### config.mk
export PLATFORM = sky130hd
export DESIGN_NAME = stuck_at_bist_flat
export DESIGN_NICKNAME = d
export VERILOG_FILES = /design/src/rtl/stuck_bist_pkg.sv /design/src/rtl/stuck_at_bist_if.sv /design/src/rtl/stuck_bist_patgen.sv /design/src/rtl/stuck_at_bist.sv /design/src/flat_wrapper.sv
export SDC_FILE = /design/constraint.sdc
export NUM_CORES = 1
export LEC_CHECK = 0
export ABC_AREA = 1
export BUFFER_PORTS_ARGS = -buffer_cell sky130_fd_sc_hd__buf_2
export CAP_MARGIN = 25
export CORE_ASPECT_RATIO = 1.5
export CORE_MARGIN = 3
export CORE_UTILIZATION = 50
export CTS_CLUSTER_DIAMETER = 50
export CTS_CLUSTER_SIZE = 8
export DETAILED_ROUTE_END_ITERATION = 6
export PLACE_DENSITY = 0.72
export SYNTH_ARGS = -nofsm -noshare
export SYNTH_HDL_FRONTEND = slang
export SYNTH_SLANG_ARGS = --single-unit
### constraint.sdc
create_clock -name clk -period 4.8 [get_ports clk]
set_input_delay 0.24 -clock clk [delete_from_list [all_inputs] [get_ports clk]]
set_output_delay 0.24 -clock clk [all_outputs]
set_load 0.02 [all_outputs]
### src/rtl/stuck_bist_pkg.sv
// Shared definitions for the stuck-at BIST engine.
//   state_e                 : engine FSM states (IDLE, RUN, FAIL)
//   npat()                  : number of patterns in one sweep for a given width
//   PAT_ZEROS / PAT_ONES    : indices of the two solid patterns
//   PAT_WALK1_BASE          : first walking-1 index
//   walk0_base()            : first walking-0 index for a given width
package stuck_bist_pkg;

  typedef enum logic [1:0] {
    ST_IDLE = 2'd0,
    ST_RUN  = 2'd1,
    ST_FAIL = 2'd2
  } state_e;

  localparam int PAT_ZEROS      = 0;
  localparam int PAT_ONES       = 1;
  localparam int PAT_WALK1_BASE = 2;

  // all-zeros, all-ones, one walking-1 per bit, one walking-0 per bit
  function automatic int npat(input int width);
    return 2 + 2 * width;
  endfunction

  function automatic int walk0_base(input int width);
    return PAT_WALK1_BASE + width;
  endfunction

endpackage

### src/rtl/stuck_at_bist_if.sv
// Bus between the BIST engine and its surroundings (CUT + status consumer).
// Parameter WIDTH : CUT bus width.
// Signals:
//   start     : request a test run (sampled on rising clk edge)
//   test_out  : pattern driven to the CUT
//   test_in   : CUT read-back, synchronous to clk
//   busy      : run in progress
//   done      : one-cycle end-of-run pulse (pass or fail)
//   fault     : sticky stuck-at flag
//   fault_bit : lowest failing bit index
//   fault_val : stuck polarity (value read back on the failing bit)
// Handshake: start is a level sampled each rising edge; it is accepted only
// while busy=0, there is no ready/ack and no queuing of a start seen while busy.
// Modports: slave = the engine, master = the environment.
interface stuck_at_bist_if #(
  parameter int WIDTH = 8
) ();
  localparam int BW = $clog2(WIDTH);

  logic             start;
  logic [WIDTH-1:0] test_out;
  logic [WIDTH-1:0] test_in;
  logic             busy;
  logic             done;
  logic             fault;
  logic [BW-1:0]    fault_bit;
  logic             fault_val;

  modport slave (
    input  start, test_in,
    output test_out, busy, done, fault, fault_bit, fault_val
  );

  modport master (
    output start, test_in,
    input  test_out, busy, done, fault, fault_bit, fault_val
  );
endinterface

### src/rtl/stuck_bist_patgen.sv
// Combinational pattern generator: maps a sweep index to the CUT pattern.
//   idx_i : pattern index, 0 .. npat(WIDTH)-1
//   pat_o : pattern (zeros, ones, walking-1, walking-0); out-of-range -> 0
import stuck_bist_pkg::*;

module stuck_bist_patgen #(
  parameter int WIDTH = 8,
  parameter int IW    = $clog2(npat(WIDTH))
) (
  input  logic [IW-1:0]    idx_i,
  output logic [WIDTH-1:0] pat_o
);
  localparam int NP = npat(WIDTH);
  localparam int W0 = walk0_base(WIDTH);

  logic [IW-1:0] off;

  always_comb begin
    off   = '0;
    pat_o = '0;
    if (idx_i == IW'(PAT_ONES)) begin
      pat_o = '1;
    end else if (idx_i >= IW'(PAT_WALK1_BASE) && idx_i < IW'(W0)) begin
      off   = idx_i - IW'(PAT_WALK1_BASE);
      pat_o = WIDTH'(1) << off;
    end else if (idx_i >= IW'(W0) && idx_i < IW'(NP)) begin
      off   = idx_i - IW'(W0);
      pat_o = ~(WIDTH'(1) << off);
    end
  end
endmodule

### src/rtl/stuck_at_bist.sv
// Stuck-at BIST engine. Sweeps a fixed pattern set over the CUT bus, holds
// each pattern SETTLE+1 cycles, compares the read-back on the last cycle and
// latches the lowest mismatching bit and its polarity on the first failure.
// Parameters: WIDTH (bus width, >=2), SETTLE (extra hold cycles, >=1).
// Ports:
//   clk, rst     : clock, asynchronous active-high reset
//   bus          : stuck_at_bist_if.slave (start/test_out/test_in/status)
//   dbg_state_o  : current FSM state
// Build option: STUCK_BIST_CONT_EN -- when defined, a passing sweep restarts
// immediately at pattern 0 (continuous monitoring) instead of going idle.
import stuck_bist_pkg::*;

module stuck_at_bist #(
  parameter int WIDTH  = 8,
  parameter int SETTLE = 2
) (
  input  logic                  clk,
  input  logic                  rst,
  stuck_at_bist_if.slave        bus,
  output state_e                dbg_state_o
);
  localparam int NPAT = npat(WIDTH);
  localparam int PW   = $clog2(NPAT);
  localparam int BW   = $clog2(WIDTH);
  localparam int CW   = $clog2(SETTLE + 1);

  state_e           state_q;
  logic [PW-1:0]    p_q;
  logic [CW-1:0]    cnt_q;
  logic [WIDTH-1:0] test_out_q;
  logic             busy_q;
  logic             done_q;
  logic             fault_q;
  logic [BW-1:0]    fault_bit_q;
  logic             fault_val_q;

  logic [PW-1:0]    pat_idx_d;
  logic [WIDTH-1:0] pat_nxt;
  logic [WIDTH-1:0] mism;
  logic [BW-1:0]    low_idx;
  logic             at_cmp;
  logic             last_pat;

  assign mism     = bus.test_in ^ test_out_q;
  assign at_cmp   = (cnt_q == CW'(SETTLE));
  assign last_pat = (p_q == PW'(NPAT - 1));

  // Index of the pattern to load on this edge. Every load except an
  // in-sweep advance starts the sweep, hence the default of 0.
  always_comb begin
    pat_idx_d = '0;
    if (state_q == ST_RUN && at_cmp && !last_pat) begin
      pat_idx_d = p_q + PW'(1);
    end
  end

  stuck_bist_patgen #(
    .WIDTH (WIDTH),
    .IW    (PW)
  ) u_patgen (
    .idx_i (pat_idx_d),
    .pat_o (pat_nxt)
  );

  // Lowest-set-bit priority encoder: scanning high to low lets the lowest
  // mismatching index win.
  always_comb begin
    low_idx = '0;
    for (int i = WIDTH - 1; i >= 0; i--) begin
      if (mism[i]) low_idx = BW'(i);
    end
  end

  always_ff @(posedge clk or posedge rst) begin
    if (rst) begin
      state_q     <= ST_IDLE;
      p_q         <= '0;
      cnt_q       <= '0;
      test_out_q  <= '0;
      busy_q      <= 1'b0;
      done_q      <= 1'b0;
      fault_q     <= 1'b0;
      fault_bit_q <= '0;
      fault_val_q <= 1'b0;
    end else begin
      done_q <= 1'b0;
      case (state_q)
        ST_IDLE: begin
          if (bus.start) begin
            state_q    <= ST_RUN;
            p_q        <= '0;
            cnt_q      <= '0;
            busy_q     <= 1'b1;
            test_out_q <= pat_nxt;
          end
        end
        ST_RUN: begin
          if (!at_cmp) begin
            cnt_q <= cnt_q + CW'(1);
          end else if (|mism) begin
            state_q     <= ST_FAIL;
            busy_q      <= 1'b0;
            done_q      <= 1'b1;
            test_out_q  <= '0;
            fault_q     <= 1'b1;
            fault_bit_q <= low_idx;
            fault_val_q <= bus.test_in[low_idx];
          end else if (last_pat) begin
            done_q <= 1'b1;
`ifdef STUCK_BIST_CONT_EN
            // Wrap straight into the next sweep; busy stays high.
            p_q        <= '0;
            cnt_q      <= '0;
            test_out_q <= pat_nxt;
`else
            state_q    <= ST_IDLE;
            busy_q     <= 1'b0;
            test_out_q <= '0;
`endif
          end else begin
            p_q        <= p_q + PW'(1);
            cnt_q      <= '0;
            test_out_q <= pat_nxt;
          end
        end
        ST_FAIL: begin
          if (bus.start) begin
            state_q     <= ST_RUN;
            p_q         <= '0;
            cnt_q       <= '0;
            busy_q      <= 1'b1;
            test_out_q  <= pat_nxt;
            fault_q     <= 1'b0;
            fault_bit_q <= '0;
            fault_val_q <= 1'b0;
          end
        end
        default: begin
          state_q    <= ST_IDLE;
          busy_q     <= 1'b0;
          test_out_q <= '0;
        end
      endcase
    end
  end

  assign bus.test_out  = test_out_q;
  assign bus.busy      = busy_q;
  assign bus.done      = done_q;
  assign bus.fault     = fault_q;
  assign bus.fault_bit = fault_bit_q;
  assign bus.fault_val = fault_val_q;
  assign dbg_state_o   = state_q;
endmodule

### src/flat_wrapper.sv
// flat-port wrapper written by rule: the top's interface ports become plain ports
module stuck_at_bist_flat 
#(
  parameter int WIDTH  = 8,
  parameter int SETTLE = 2
)
  (clk, rst, dbg_state_o, bus_start, bus_test_in, bus_test_out, bus_busy, bus_done, bus_fault, bus_fault_bit, bus_fault_val);
  stuck_at_bist_if #(.WIDTH(WIDTH)) bus_i ();
  input  logic clk;
  input  logic rst;
  output state_e dbg_state_o;
  input wire logic [$bits(bus_i.start)-1:0] bus_start;
  input wire logic [$bits(bus_i.test_in)-1:0] bus_test_in;
  output wire logic [$bits(bus_i.test_out)-1:0] bus_test_out;
  output wire logic [$bits(bus_i.busy)-1:0] bus_busy;
  output wire logic [$bits(bus_i.done)-1:0] bus_done;
  output wire logic [$bits(bus_i.fault)-1:0] bus_fault;
  output wire logic [$bits(bus_i.fault_bit)-1:0] bus_fault_bit;
  output wire logic [$bits(bus_i.fault_val)-1:0] bus_fault_val;
  assign bus_i.start = bus_start;
  assign bus_i.test_in = bus_test_in;
  assign bus_test_out = bus_i.test_out;
  assign bus_busy = bus_i.busy;
  assign bus_done = bus_i.done;
  assign bus_fault = bus_i.fault;
  assign bus_fault_bit = bus_i.fault_bit;
  assign bus_fault_val = bus_i.fault_val;
  stuck_at_bist #(.WIDTH(WIDTH), .SETTLE(SETTLE)) u_core (.clk(clk), .rst(rst), .bus(bus_i), .dbg_state_o(dbg_state_o));
endmodule
# Word level (Yosys, flattened, before mapping)
# Cells that the tools add are included.
# totals
ff_bits	24
out_inout_bits	17
# op_classes
shifts	2
reduce_logical	15
addsub	4
muxes	54
bitwise_logic	2
eq_ne	14
magnitude_cmp	5
# ops
operator	n
8-bit two-way mux	7
3-bit two-way mux	11
5-bit two-way mux	5
2-bit two-way mux	8
8-bit case mux with 2 select lines	1
1-bit by 5-bit << shifter with 8-bit output (first input constant)	2
1-bit two-way mux	14
5-bit case mux with 2 select lines	1
2-bit inequality test (second input constant)	4
8-bit inverter	1
2-bit case mux with 2 select lines	2
4-bit AND reduction	2
8-bit OR reduction	1
8-bit XOR	1
3-bit inequality test (second input constant)	2
1-bit case mux with 2 select lines	3
3-bit case mux with 2 select lines	1
5-bit by 1-bit adder with 5-bit output (second input constant)	1
5-bit by 1-bit equality test with 1-bit output (second input constant)	1
5-bit equality test (second input constant)	1
5-bit by 2-bit greater-or-equal comparator with 1-bit output (second input constant)	1
5-bit by 4-bit greater-or-equal comparator with 1-bit output (second input constant)	1
5-bit by 4-bit < comparator with 1-bit output (second input constant)	1
5-bit < comparator (second input constant)	1
other kinds (17)	23

# Depth between registers and ports, before layout
# Gate-level depths: netlist of run 1.
# depth
ltp_word	14
depth_mapped	16

# Modules after synthesis
# From an unflattened synthesis of run 1, not the netlist that was laid out.
# unflattened
hier_cells	245
hier_area_um2	1829.3
# by_module_without_submodules
module	area_per_inst_um2	cells_each	instances
stuck_at_bist	1468.9	172	1
stuck_bist_patgen	360.3	73	1

# Worst setup path after synthesis of run 1
# OpenSTA, ideal clock, no wires.
# synth_timing
kind	register to register
startpoint	reg u_core.state_q[0], in the netlist u_core.dbg_state_o[0]
endpoint	reg u_core.test_out_q[2], in the netlist u_core.bus.test_out[2]
period_less_slack_ps	2160
n_path_buf	1
t_arrival_ps	2043
path_slack_ps	2640
path_stages_with_launch	15
cell_sequence	dfrtp_1 > buf_6 > inv_4 > nor2_8 > nand2_4 > nor2_8 > nand2_1 > ha_1 > inv_1 > nor2_4 > nand4_1 > nand2_1 > nand2_1 > nand2_1 > nand2_1
# synth_between
elab_chain_cells	14
# synth_rtl
element	line	source
start: declaration	stuck_at_bist.sv:27	state_e state_q;
start signal: assignment	stuck_at_bist.sv:76	state_q <= ST_IDLE;
start signal: assignment	stuck_at_bist.sv:90	state_q <= ST_RUN;
start signal: assignment	stuck_at_bist.sv:101	state_q <= ST_FAIL;
2-bit by 1-bit equality test with 1-bit output	stuck_at_bist.sv:52, stuck_at_bist.sv:87	
1-bit logical AND (2 in series)	stuck_at_bist.sv:52	if (state_q == ST_RUN && at_cmp && !last_pat) begin
5-bit two-way mux	stuck_at_bist.sv:52	
5-bit by 4-bit subtractor with 5-bit output	stuck_bist_patgen.sv:27	off = idx_i - IW'(W0);
1-bit by 5-bit << shifter with 8-bit output	stuck_bist_patgen.sv:28	pat_o = ~(WIDTH'(1) << off);
8-bit inverter	stuck_bist_patgen.sv:28	
8-bit two-way mux	stuck_bist_patgen.sv:26	end else if (idx_i >= IW'(W0) && idx_i < IW'(NP)) begin
8-bit two-way mux	stuck_bist_patgen.sv:23	end else if (idx_i >= IW'(PAT_WALK1_BASE) && idx_i < IW'(W0)) begin
8-bit two-way mux	stuck_bist_patgen.sv:21	if (idx_i == IW'(PAT_ONES)) begin
8-bit two-way mux	stuck_at_bist.sv:108	end else if (last_pat) begin
8-bit two-way mux	stuck_at_bist.sv:100	end else if (|mism) begin
8-bit two-way mux	stuck_at_bist.sv:98	if (!at_cmp) begin
8-bit case mux with 2 select lines	stuck_at_bist.sv:87	case (state_q)
end signal: assignment	stuck_at_bist.sv:94	test_out_q <= pat_nxt;
end signal: assignment	stuck_at_bist.sv:123	test_out_q <= pat_nxt;
end signal: assignment	stuck_at_bist.sv:132	test_out_q <= pat_nxt;
end: declaration	stuck_at_bist.sv:30	logic [WIDTH-1:0] test_out_q;
# Parallel ways exist; a longest one is shown, timed or not. The select of a mux whose other input is x is not followed.
# A chain may end at the register's enable or synchronous reset.

# Final worst setup path of run 1
# layout_timing
startpoint	reg u_core.p_q[0]
endpoint	reg u_core.test_out_q[5], in the netlist u_core.bus.test_out[5]
# layout_between
elab_chain_cells	14
# layout_rtl
element	line	source
start: declaration	stuck_at_bist.sv:28	logic [PW-1:0] p_q;
start signal: assignment	stuck_at_bist.sv:121	p_q <= p_q + PW'(1);
parallel branches: the longest is 13 deep, another holds 5-bit by 1-bit adder with 5-bit output	--	
8-bit case mux with 2 select lines *	stuck_at_bist.sv:87	
# Mark *: on every way between the ends. The select of a mux whose other input is x is not followed.

==> results list, run 1 <==
* Net switching power of the design: 0.439 mW
* Sum of negative setup slack: 0 ns
- Buffers added to address setup during post-CTS repair amount to 0.
* Detailed-route DRC error count: 0
* Setup crit end kind: register
- Floorplan die height: 79.2 um
* Net count of the finished layout: 282
- The first global-routing pass estimated 6580 um of wire.
- CTS Buf Count: 3
- The number of endpoints with negative hold slack in the final report is 0.
- The critical path goes through ha_1, nand2_1, nor2_4, nor2_8, nand2_1, ha_1, inv_1, nand2_2, nand2_4, nor2_4, nand4_1, nand2_1, nand2_1, nand2_1, nand2_1.
- Clock-pin slew was measured on the worst setup and hold paths at 0.08 ns.
* Setup repair after global routing missed its margin: no
- After detailed routing, no signal wire sits above met4.
- After synthesis, the share of flip-flops with an asynchronous set or reset is 1.00.
* Max-cap viol count: 0
- Run status: complete, no violations
* Cell with the largest stage delay on the worst path: sky130_fd_sc_hd__dfrtp_1
* Total routed wirelength: 3790 um
* Total global routing overflow: 0
- Total via count in the routed design: 1,622
- The first TritonRoute pass finished after 4 iterations.
- Of the total power, the clock network draws 0.149.
- Required time at the worst-slack endpoint: 4.97 ns
- Per-cell via count in the routed design: 5.25
- In this design, the critical path's most frequently occurring cell is sky130_fd_sc_hd__nand2_1.
- Counting along the longest clock path gives a buffer depth of 2.
- Launch instance of the worst register-to-register path: u_core.p_q[0]
- From synthesis to final layout, the design area changed by 12.3%.
- The critical path is of the reg2reg type.
* Total of endpoints with negative setup slack in the final report: 0
- Hold timing on the final database bottoms out at a slack of 0.156 ns.
* Detailed-routed wire length on met3: 115 um
* Initial antenna violation count: 0
* Post-synthesis area per instance: 7.51 sq um
- For the worst setup path, the data arrival time is 2.56 ns.
* Boundary Pins: 28
* Nature of the critical path startpoint: register
- In the final routing, the length of wire on met1 measures 1500 um.
- In this run the number of H-tree levels came out at 1.
- Headroom to the max-slew limit came out at 0.397.
* Combinational share of power: 0.503
- Entering global routing, the biggest net connects 25 pins.
- The die covers 0.00434 sq mm.
- The number of antenna diodes in the final layout is 0.
* Biggest fanout along the worst timing path: 7
- Of the total power, registers draw 0.348.
- Port buffering added 27 buffers.
- At the placement stage, the worst setup path has a slack of 2.40 ns.
- The min-delay analysis places its worst path in the category in2async.
* Average detailed-routed wire length per instance: 12.3 um
- Flip-flop and latch count after synthesis: 24
- The initialized floorplan defines 26 standard-cell rows.
- Antenna-violating nets left: 0
- For this run, the register share of the synthesized area comes to 0.336.
- Time the final worst path needs with I/O delays and setup: 2.39 ns
* Standard cell core area: 0.00342 sq mm
- Routability-driven placement finished with a final weighted congestion of 0.927.
- The clock reaches the later pin of the worst-skew pair after 0.27 ns.
- After technology mapping, the gate count stands at 238.
* Hold-fix buffers at CTS: 0
* Unique masters post-synth: 31
- Pin slew with the least headroom to its limit: 0.904 ns
- Switching power as a share of total power: 0.473
- The synthesized design contains 0 enable-type register cells.
- In the synthesized netlist the dominant register cell turns out to be sky130_fd_sc_hd__dfrtp_1.
* Worst IR drop on VDD: 0.285 mV
- Initial detailed-routing violation count: 52
- Wire segments on met2 add up to 2060 um in the final route.
- Global-route usage over all layers: 0.201
- Synthesis produced a netlist with a net count of 252.
* Period utilisation layout: 0.499
- Detailed placement HPWL: 3110 um
- TritonCTS built the clock tree.
- CTS sink cnt: 24
- Slowest cell delay on critical path: 0.54 ns
* Count of yosys warnings during synthesis: 0
- Setup slack of the most critical reg-to-reg path: 2.41 ns
- Internal power comes to 0.489 mW.
* Pins over their slew limit: 0
- Highest clock rate: 0.418 GHz
* Via count of the first global-routing pass: 1,599
* Horizontal die dimension: 54.8 um
- Power per cell area: 462 mW/mm^2
- Count of cells along the worst register-to-register path: 15
* Worst path setup slack after routing: 2.41 ns
- Post-CTS repair changed the size of 0 cells.
- Static Leak: 1.03 nW
- Area of the mapped netlist: 0.00179 sq mm
- Starting density of the core: 0.523
* Worst R2R End: u_core.bus.test_out[5]
- Clock Root Buffer: sky130_fd_sc_hd__clkbuf_8
* Setup skew after layout: 0.00210 ns
- Share of cells above drive strength 1: 0.236
[per-layer routing]
metal	up-vias	GRT usage
li1	841	-
met1	732	0.203
met2	39	0.377
met3	10	0.0131
met4	0	0.112
met5	-	0
[layout by cell type, fill, tap and decap left out, drive strengths merged]
cell,synthesis,layout
nor4,1,1
a31o,1,1
mux2i,1,1
xor2,1,1
nor3,1,1
a31oi,1,1
o31ai,1,1
nand3,27,27
xnor2,6,6
a21oi,2,2
inv,23,23
nand2,83,83
nor2,30,30
a21boi,1,1
o21ai,11,11
o22ai,3,3
clkinv,2,2
dfrtp,24,24
nand4,14,14
clkbuf,0,4
ha,3,3
buf,2,27
[state kept, by name, summed over array words and instances, names as in the netlist]
| signal | flops |
|---|---|
| u_core.bus.fault_bit | 3 |
| u_core.dbg_state_o | 2 |
| u_core.p_q | 5 |
| u_core.bus.fault | 1 |
| u_core.bus.busy | 1 |
| u_core.bus.fault_val | 1 |
| u_core.bus.done | 1 |
| u_core.bus.test_out | 8 |
| u_core.cnt_q | 2 |
[how the worst max path moves through the flow]
| stage | startpoint | to | slack [ns] | cells past startpoint |
|---|---|---|---|---|
| after floorplan | u_core.dbg_state_o[0] | u_core.bus.test_out[2] | 2.64 | 14 |
| after global placement | u_core.p_q[0] | u_core.bus.test_out[5] | 2.44 | 15 |
| after detailed placement | u_core.p_q[0] | u_core.bus.test_out[5] | 2.40 | 15 |
| after CTS | u_core.p_q[0] | u_core.bus.test_out[4] | 2.38 | 14 |
| after global routing | u_core.p_q[0] | u_core.bus.test_out[7] | 2.18 | 14 |
| final | u_core.p_q[0] | u_core.bus.test_out[5] | 2.41 | 15 |
[kinds of logic (layout without fill, tap and decap cells)]
logic type / Yosys count / count (layout) / synth area share
AND/OR/NAND/NOR: 156 / 156 / 0.449
buffers and inverters: 27 / 56 / 0.0665
flip-flops: 24 / 24 / 0.336
AO/OA/AOI/OAI: 20 / 20 / 0.0840
XOR/XNOR: 7 / 7 / 0.0385
adder cells (fa/ha/maj): 3 / 3 / 0.0210
multiplexers: 1 / 1 / 0.00560
[synth_stat cells, types with 2 or more instances]
master	count	area (sq um)
sky130_fd_sc_hd__dfrtp_1	24	601
sky130_fd_sc_hd__o21ai_0	8	40.0
sky130_fd_sc_hd__nand3_1	23	115
sky130_fd_sc_hd__inv_2	3	11.3
sky130_fd_sc_hd__xnor2_1	5	43.8
sky130_fd_sc_hd__ha_1	3	37.5
sky130_fd_sc_hd__nor2_1	22	82.6
sky130_fd_sc_hd__nand2_1	74	278
sky130_fd_sc_hd__nor2_8	3	60.1
sky130_fd_sc_hd__nor2_4	4	45.0
sky130_fd_sc_hd__nand3_2	4	40.0
sky130_fd_sc_hd__buf_6	2	22.5
sky130_fd_sc_hd__a21oi_1	2	10.0
sky130_fd_sc_hd__inv_1	19	71.3
sky130_fd_sc_hd__nand2_2	5	31.3
sky130_fd_sc_hd__o22ai_1	3	18.8
sky130_fd_sc_hd__nand2_4	4	45.0
sky130_fd_sc_hd__nand4_1	14	87.6
sky130_fd_sc_hd__o21ai_2	3	26.3
sky130_fd_sc_hd__clkinv_1	2	7.51
[power groups by stage]
| stage | combinational (mW) | clock [mW] | sequential, mW |
|---|---|---|---|
| after floorplan | 0.335 | 0 | 0.362 |
| after global placement | 0.462 | 0 | 0.326 |
| after detailed placement | 0.470 | 0 | 0.329 |
| after CTS | 0.471 | 0.143 | 0.325 |
| after global routing | 0.524 | 0.149 | 0.334 |
| final | 0.467 | 0.138 | 0.323 |
[through the flow]
step | instances | util | power (mW) | instance area, sq um
2_1_floorplan | 238 | - | 0.698 | 1790
3_3_place_gp | 305 | 0.572 | 0.788 | 1950
3_5_place_dp | 305 | 0.572 | 0.799 | 1950
4_1_cts | 309 | 0.588 | 0.939 | 2010
5_1_grt | 309 | 0.588 | 1.01 | 2010
6_report | 309 | 0.588 | 0.928 | 2010
[area by class of cell]
cell class              instances  area [sq um]
multi-input cells             187          1070
fillers                       351          1410
well taps                      42          52.6
clock buffers                   4          55.1
repair buffers                 27           135
flip-flops and latches         24           601
inverters                      25          96.3
[worst max-delay path: cells and delay by family (launching register included)]
family	cells	cell delay, ns
adders and majority gates	2	0.52
buffers and inverters	1	0.08
DFF	1	0.54
and+or+nand+nor	12	1.17
Note: power is estimated with default switching activity, not from simulation.
==> run 2: changes to the inputs <==
Clock period 4.8 ns to 2.5 ns, I/O delays scaled along.
==> run 2 against run 1 <==
Clock power grew 93%; final cell count increased by 1.9%; count of clock-buffer cells in the layout unchanged; utilization rose by 1.7 points; die area is the same; cell area increased by 2.9%; first-iteration DRC count grew 19%; combinational power is 120% higher; hold slack got worse by 0.11 ns.
==> results list, run 2 (synthesized netlist as in run 1, its figures left out) <==
- Share of cells above drive strength 1: 0.256
- Area growth, synth to finish: 15.5%
- The worst register-to-register path begins at u_core.p_q[1].
- Post-route cell area: 0.00207 sq mm
- Nature of the critical path startpoint: register
- CTS Buffer Depth: 2
* Class of the most critical setup path: reg2reg
- At the later pin of the worst-skew pair, clock insertion delay measures 0.27 ns.
* # fillers: 358
- Initial detailed-routing violation count: 62
- The number of antenna diodes in the final layout is 0.
- Per-cell via count in the routed design: 5.32
- Worst IR drop on VDD: 0.622 mV
- In the global route stage, overall resource usage came out at 0.198.
- Measured along the y axis, the die boundary spans 79.2 um.
- Met1 track utilization from global routing: 0.217
* Number of flip-flops in the largest register: 8
- After clock tree synthesis, the clock-pin slew on the worst setup and hold paths is 0.09 ns.
- Hold-fix buffers at CTS: 0
- CTS Buf Count: 3
- GR Util met3: 0.0188
- Required time at the worst-slack endpoint: 2.67 ns
- Most frequent cell on the critical path: sky130_fd_sc_hd__nand2_1
- Cell with the largest stage delay on the worst path: sky130_fd_sc_hd__dfrtp_1
* Total via count in the routed design: 1,677
- Period utilisation layout: 0.897
* Sum of negative setup slack: 0 ns
* Pins over their slew limit: 0
- Clock tree from TritonCTS: done
- Max-cap viol count: 0
* Total of endpoints with negative setup slack in the final report: 0
- CTS built an H-tree with a depth of 1.
- After the flow finishes, the layout carries non-filler instances totaling 315.
- The die covers 0.00434 sq mm.
* Number of port buffers: 27
* Clock Root Buffer: sky130_fd_sc_hd__clkbuf_8
- Antenna-violating nets left: 0
- Once the clock tree was built, the resizer swapped 0 gates to a different size.
- Setup repair after global routing left no endpoint under its margin.
- Detailed-route DRC error count: 0
* Total routed wirelength: 3940 um
* Slowest cell delay on critical path: 0.40 ns
* Total global routing overflow: 0
- The first global-routing pass estimated 6590 um of wire.
* Post-Place Cell Area: 0.00200 sq mm
- STA classifies the critical path endpoint as a register.
* Sequence of cells on the critical path: inv_1, ha_1, nand2_1, nor2_4, nor2_8, nand2_1, ha_4, nand3_1, nand2_4, nor2_4, nand4_1, nand2_1, nand2_1, nand2_1, nand2_1
* Run status: complete, no violations
- Max-Slew Margin vs Limit: 0.390
- At the pin with the least slew margin, the transition time is 0.914 ns.
- Tracing the worst setup path back leads to its startpoint at u_core.p_q[1].
- GR Util met2: 0.371
- For the final database, setup skew stands at 0.00313 ns.
- Initial antenna violation count: 0
- GRT busiest layer: met2
- Routability congestion estimate from global placement: 0.956
* Count of TritonRoute iterations in the first routing pass: 4
- Top library cells by usage in the layout, fill and taps aside: sky130_fd_sc_hd__nand2_1, sky130_fd_sc_hd__buf_2, sky130_fd_sc_hd__dfrtp_1
* Starting density of the core: 0.523
* Number of cells in the design after placement: 311
- The via count of the first global-routing pass is 1,613.
- Most common cell after layout, fill and taps aside: sky130_fd_sc_hd__nand2_1
* Power per cell area: 911 mW/mm^2
- CTS sink cnt: 24
* Type of the most critical hold path: in2async
- Net count of the finished layout: 288
- Time the final worst path needs with I/O delays and setup: 2.24 ns
- Detailed placement HPWL: 3090 um
- Broken down by cell family, the worst path's largest delay share belongs to simple AND/OR/NAND/NOR gates.
- The floorplan has 26 rows.
- Once the clock tree was built, the setup fixing pass inserted 0 buffers.
- Maximum number of pins on one net before global-route repair: 25
- Final hold violations: 0
* Average detailed-routed wire length per instance: 12.5 um
- Combined buffer and inverter count along the critical path: 1
- Highest clock rate: 0.446 GHz
- In this run the horizontal extent of the chip is 54.8 um.
- The design draws 1.88 mW.
- Core occupancy in the finished layout: 0.605
- In this run the static leakage power is 1.06 nW.
- For the worst setup path, the data arrival time is 2.41 ns.
- Standard cell core area: 0.00342 sq mm
- Pin placement for this block handled 28 I/O pins.
- Biggest fanout along the worst timing path: 7
run 2: path summary, 6_finish.rpt:
path,endpoint,slack (ns),depth (start not counted)
setup / recovery,u_core.bus.test_out[6],0.26,15
max in group asynchronous,u_core.p_q[3],1.90,2
hold reg to reg,u_core.bus.fault,0.48,2
setup reg to reg,u_core.bus.test_out[6],0.26,15
min in group clk,u_core.bus.busy,0.23,3
hold / removal,u_core.bus.fault_bit[2],0.05,2
run 2: routing by layer:
metal / part of all wire / up-vias
met3: 0.036 / 7
li1: - / 849
met4: 0.015 / 0
met1: 0.42 / 783
met5: 0 / -
met2: 0.53 / 38
run 2: layout make-up:
class                      instances  area [sq um]  share of cell area
clock buffer                       4          55.1              0.0267
inverter                          25          96.3              0.0466
multi-input combinational        187          1080               0.523
sequential                        24           601               0.291
tap                               42          52.6              0.0254
timing repair buffer              33           180              0.0872
run 2: stage by stage:
step / setup WS, ns / hold slack, ns
CTS: 0.164 / 0.0694
detailed placement: 0.194 / 0.362
finish: 0.258 / 0.0453
floorplan: 0.340 / 0.140
global route: 0.0126 / 0.125
global placement: 0.241 / 0.373
run 2: power by group:
group          internal [mW]  switching [mW]
clock network          0.141           0.125
logic                  0.369           0.651
registers              0.500          0.0943
total                   1.01           0.871
==> run 3: changes to the inputs <==
Settings changed: CORE_UTILIZATION 50 to 44, PLACE_DENSITY 0.72 to unset.
==> run 3 against run 2 <==
Total power decreased by 3.3%; count of clock-buffer cells in the layout decreased by 1; critical endpoint is now u_core.bus.test_out[2]; combinational power about the same; maximum frequency decreased by 1.2%; critical path depth decreased by 2; sequential cell count unchanged; sequential power increased by 3%; cell area decreased by 1.5%.
==> results list, run 3 (synthesized netlist as in run 1, its figures left out) <==
* Worst setup path startpoint: u_core.dbg_state_o[0]
* Htree depth: 1
- Arrival @ worst endpoint: 2.43 ns
* Post-Place Cell Area: 0.00199 sq mm
* Max-Slew Margin vs Limit: 0.408
- Of the total power, the clock network draws 0.121.
- Of the total power, the share spent switching nets is 0.472.
- STA classifies the critical path startpoint as a register.
* Pin slew with the least headroom to its limit: 0.887 ns
- Setup crit end kind: register
- Sequential group share of total power: 0.337
* Highest clock rate: 0.441 GHz
* Period utilisation layout: 0.908
- Summed over all nets, the switching power comes to 0.859 mW.
* Clock slew seen by the registers of the worst setup and hold paths: 0.08 ns
- After routing the design area is 0.00204 sq mm.
- After floorplanning, the core was divided into 27 placement rows.
- The initial utilization of the core area, before any placement, comes to 0.473.
* Min Hold Slack: 0.0449 ns
- Before antenna repair, the detailed router went through 4 iterations.
- On the final layout, the worst clock skew is 0.00267 ns.
- In the global route stage, overall resource usage came out at 0.180.
- Biggest fanout along the worst timing path: 8
* # fillers: 388
* Combinational share of power: 0.542
- Clock Root Buffer: sky130_fd_sc_hd__clkbuf_8
* CTS Buf Count: 3
* Routability congestion estimate from global placement: 0.825
- The via count of the first global-routing pass is 1,674.
- Setup slack of the most critical reg-to-reg path: 0.23 ns
* Horizontal die dimension: 58.1 um
* Time the final worst path needs with I/O delays and setup: 2.27 ns
- Average detailed-routed wire length per instance: 12.5 um
* Detailed-route DRC error count: 0
- The repair_antennas step left the layout with diodes totalling 0.
- Buffers inserted to repair hold after CTS numbered 0.
- Type of the most critical hold path: in2async
- The number of endpoints with negative hold slack in the final report came to 0.
* Launch instance of the worst register-to-register path: u_core.dbg_state_o[0]
* Maximum number of pins on one net before global-route repair: 25
- Number of flip-flops in the largest register: 8
* Standard cell core area: 0.00378 sq mm
- Pins over their slew limit: 0
- The critical path ends at u_core.bus.test_out[2].
- CTS sink cnt: 24
- Number of port buffers: 27
* Worst R2R End: u_core.bus.test_out[2]
* Detailed placement HPWL: 3190 um
- Share of cells above drive strength 1: 0.251
* CTS Buffer Depth: 2
- Total via count in the routed design: 1,621
- For the final routed database, the setup TNS stands at 0 ns.
- After global routing the overflow that remains totals 0.
* PnR Total Power: 1.82 mW
* Internal power of the cells: 0.959 mW
- Required time at the worst-slack endpoint: 2.66 ns
* Area growth, synth to finish: 13.9%
* Net count of the finished layout: 287
- Pin placement for this block handled 28 I/O pins.
- Wire length of the first global-routing pass: 7150 um
- TritonCTS built the clock tree.
* Total of endpoints with negative setup slack in the final report: 0
- Top library cells by usage in the layout, fill and taps aside: sky130_fd_sc_hd__nand2_1, sky130_fd_sc_hd__buf_2, sky130_fd_sc_hd__dfrtp_1
- IR analysis of the VDD net gives a maximum drop of 0.525 mV.
- Core occupancy in the finished layout: 0.538
- At the later pin of the worst-skew pair, clock insertion delay measures 0.26 ns.
- The die covers 0.00488 sq mm.
- Setup repair after global routing left no endpoint under its margin.
* Max-cap viol count: 0
* Run status: complete, no violations
* Class of the most critical setup path: reg2reg
- The initial antenna violation count came to 0.
* Most common cell after layout, fill and taps aside: sky130_fd_sc_hd__nand2_1
- For this design the ratio of total power to cell area is 893 mW/mm^2.
* Antenna-violating nets left: 0
- Dividing the detail-routed via count by the number of cells gives 5.16.
- The die is 84.1 um tall.
* Count of cells along the worst register-to-register path: 13
- The detailed router finished its first iteration with 93 violations.
* Static Leak: 1.04 nW
- Total routed wirelength: 3910 um
run 3: area by class of cell:
| cell class | instances | area, sq um | share of cell area |
|---|---|---|---|
| clock buffer | 3 | 41.3 | 0.0203 |
| timing repair buffer | 32 | 173 | 0.0848 |
| tap | 43 | 53.8 | 0.0264 |
| multi-input combinational | 187 | 1070 | 0.526 |
| sequential | 24 | 601 | 0.295 |
| inverter | 25 | 96.3 | 0.0473 |
run 3: worst min-delay path by stage:
stage                     startpoint                 endpoint  slack, ns
after global placement           rst         u_core.bus.fault       0.37
after detailed placement         rst         u_core.bus.fault       0.37
after CTS                        rst         u_core.bus.fault       0.09
final                            rst  u_core.bus.fault_bit[0]       0.04
after floorplan                  rst          u_core.bus.busy       0.14
after global routing             rst  u_core.bus.fault_bit[0]       0.11
run 3: metal layers:
layer  routed length (um)  part of all wire  track usage  vias to the layer above
met2                 2020              0.52        0.329                       36
li1                     -                 -            -                      856
met3                  117             0.030      0.00464                        6
met5                    0                 0            0                        -
met1                 1690              0.43        0.209                      723
met4                   74             0.019       0.0823                        0
run 3: stage by stage:
stage,cells,setup WS [ns]
floorplan,238,0.340
global placement,311,0.245
detailed placement,311,0.192
CTS,314,0.166
global route,314,0.00851
finish,314,0.231
run 3: repair_timing:
item,in CTS,in global routing
setup endpoints to repair,0,6
resized for setup,0,1
setup buffers,0,0
run 3: power groups by stage:
stage	clock network (mW)	registers, mW	logic [mW]
6_report	0.220	0.612	0.986
5_1_grt	0.242	0.630	1.10
2_1_floorplan	0	0.696	0.644
3_3_place_gp	0	0.614	0.986
3_5_place_dp	0	0.621	0.988
4_1_cts	0.230	0.614	0.994
run 3: critical path, stage by stage (launching register included):
cell,delay [ns]
sky130_fd_sc_hd__dfrtp_1,0.54
sky130_fd_sc_hd__inv_4,0.09
sky130_fd_sc_hd__nor2_8,0.13
sky130_fd_sc_hd__nand2_4,0.10
sky130_fd_sc_hd__nor2_8,0.19
sky130_fd_sc_hd__nand2_1,0.16
sky130_fd_sc_hd__ha_2,0.41
sky130_fd_sc_hd__inv_1,0.09
sky130_fd_sc_hd__nor2_4,0.13
sky130_fd_sc_hd__nand4_1,0.11
sky130_fd_sc_hd__nand2_1,0.07
sky130_fd_sc_hd__nand2_1,0.05
sky130_fd_sc_hd__nand2_1,0.05
sky130_fd_sc_hd__nand2_1,0.04
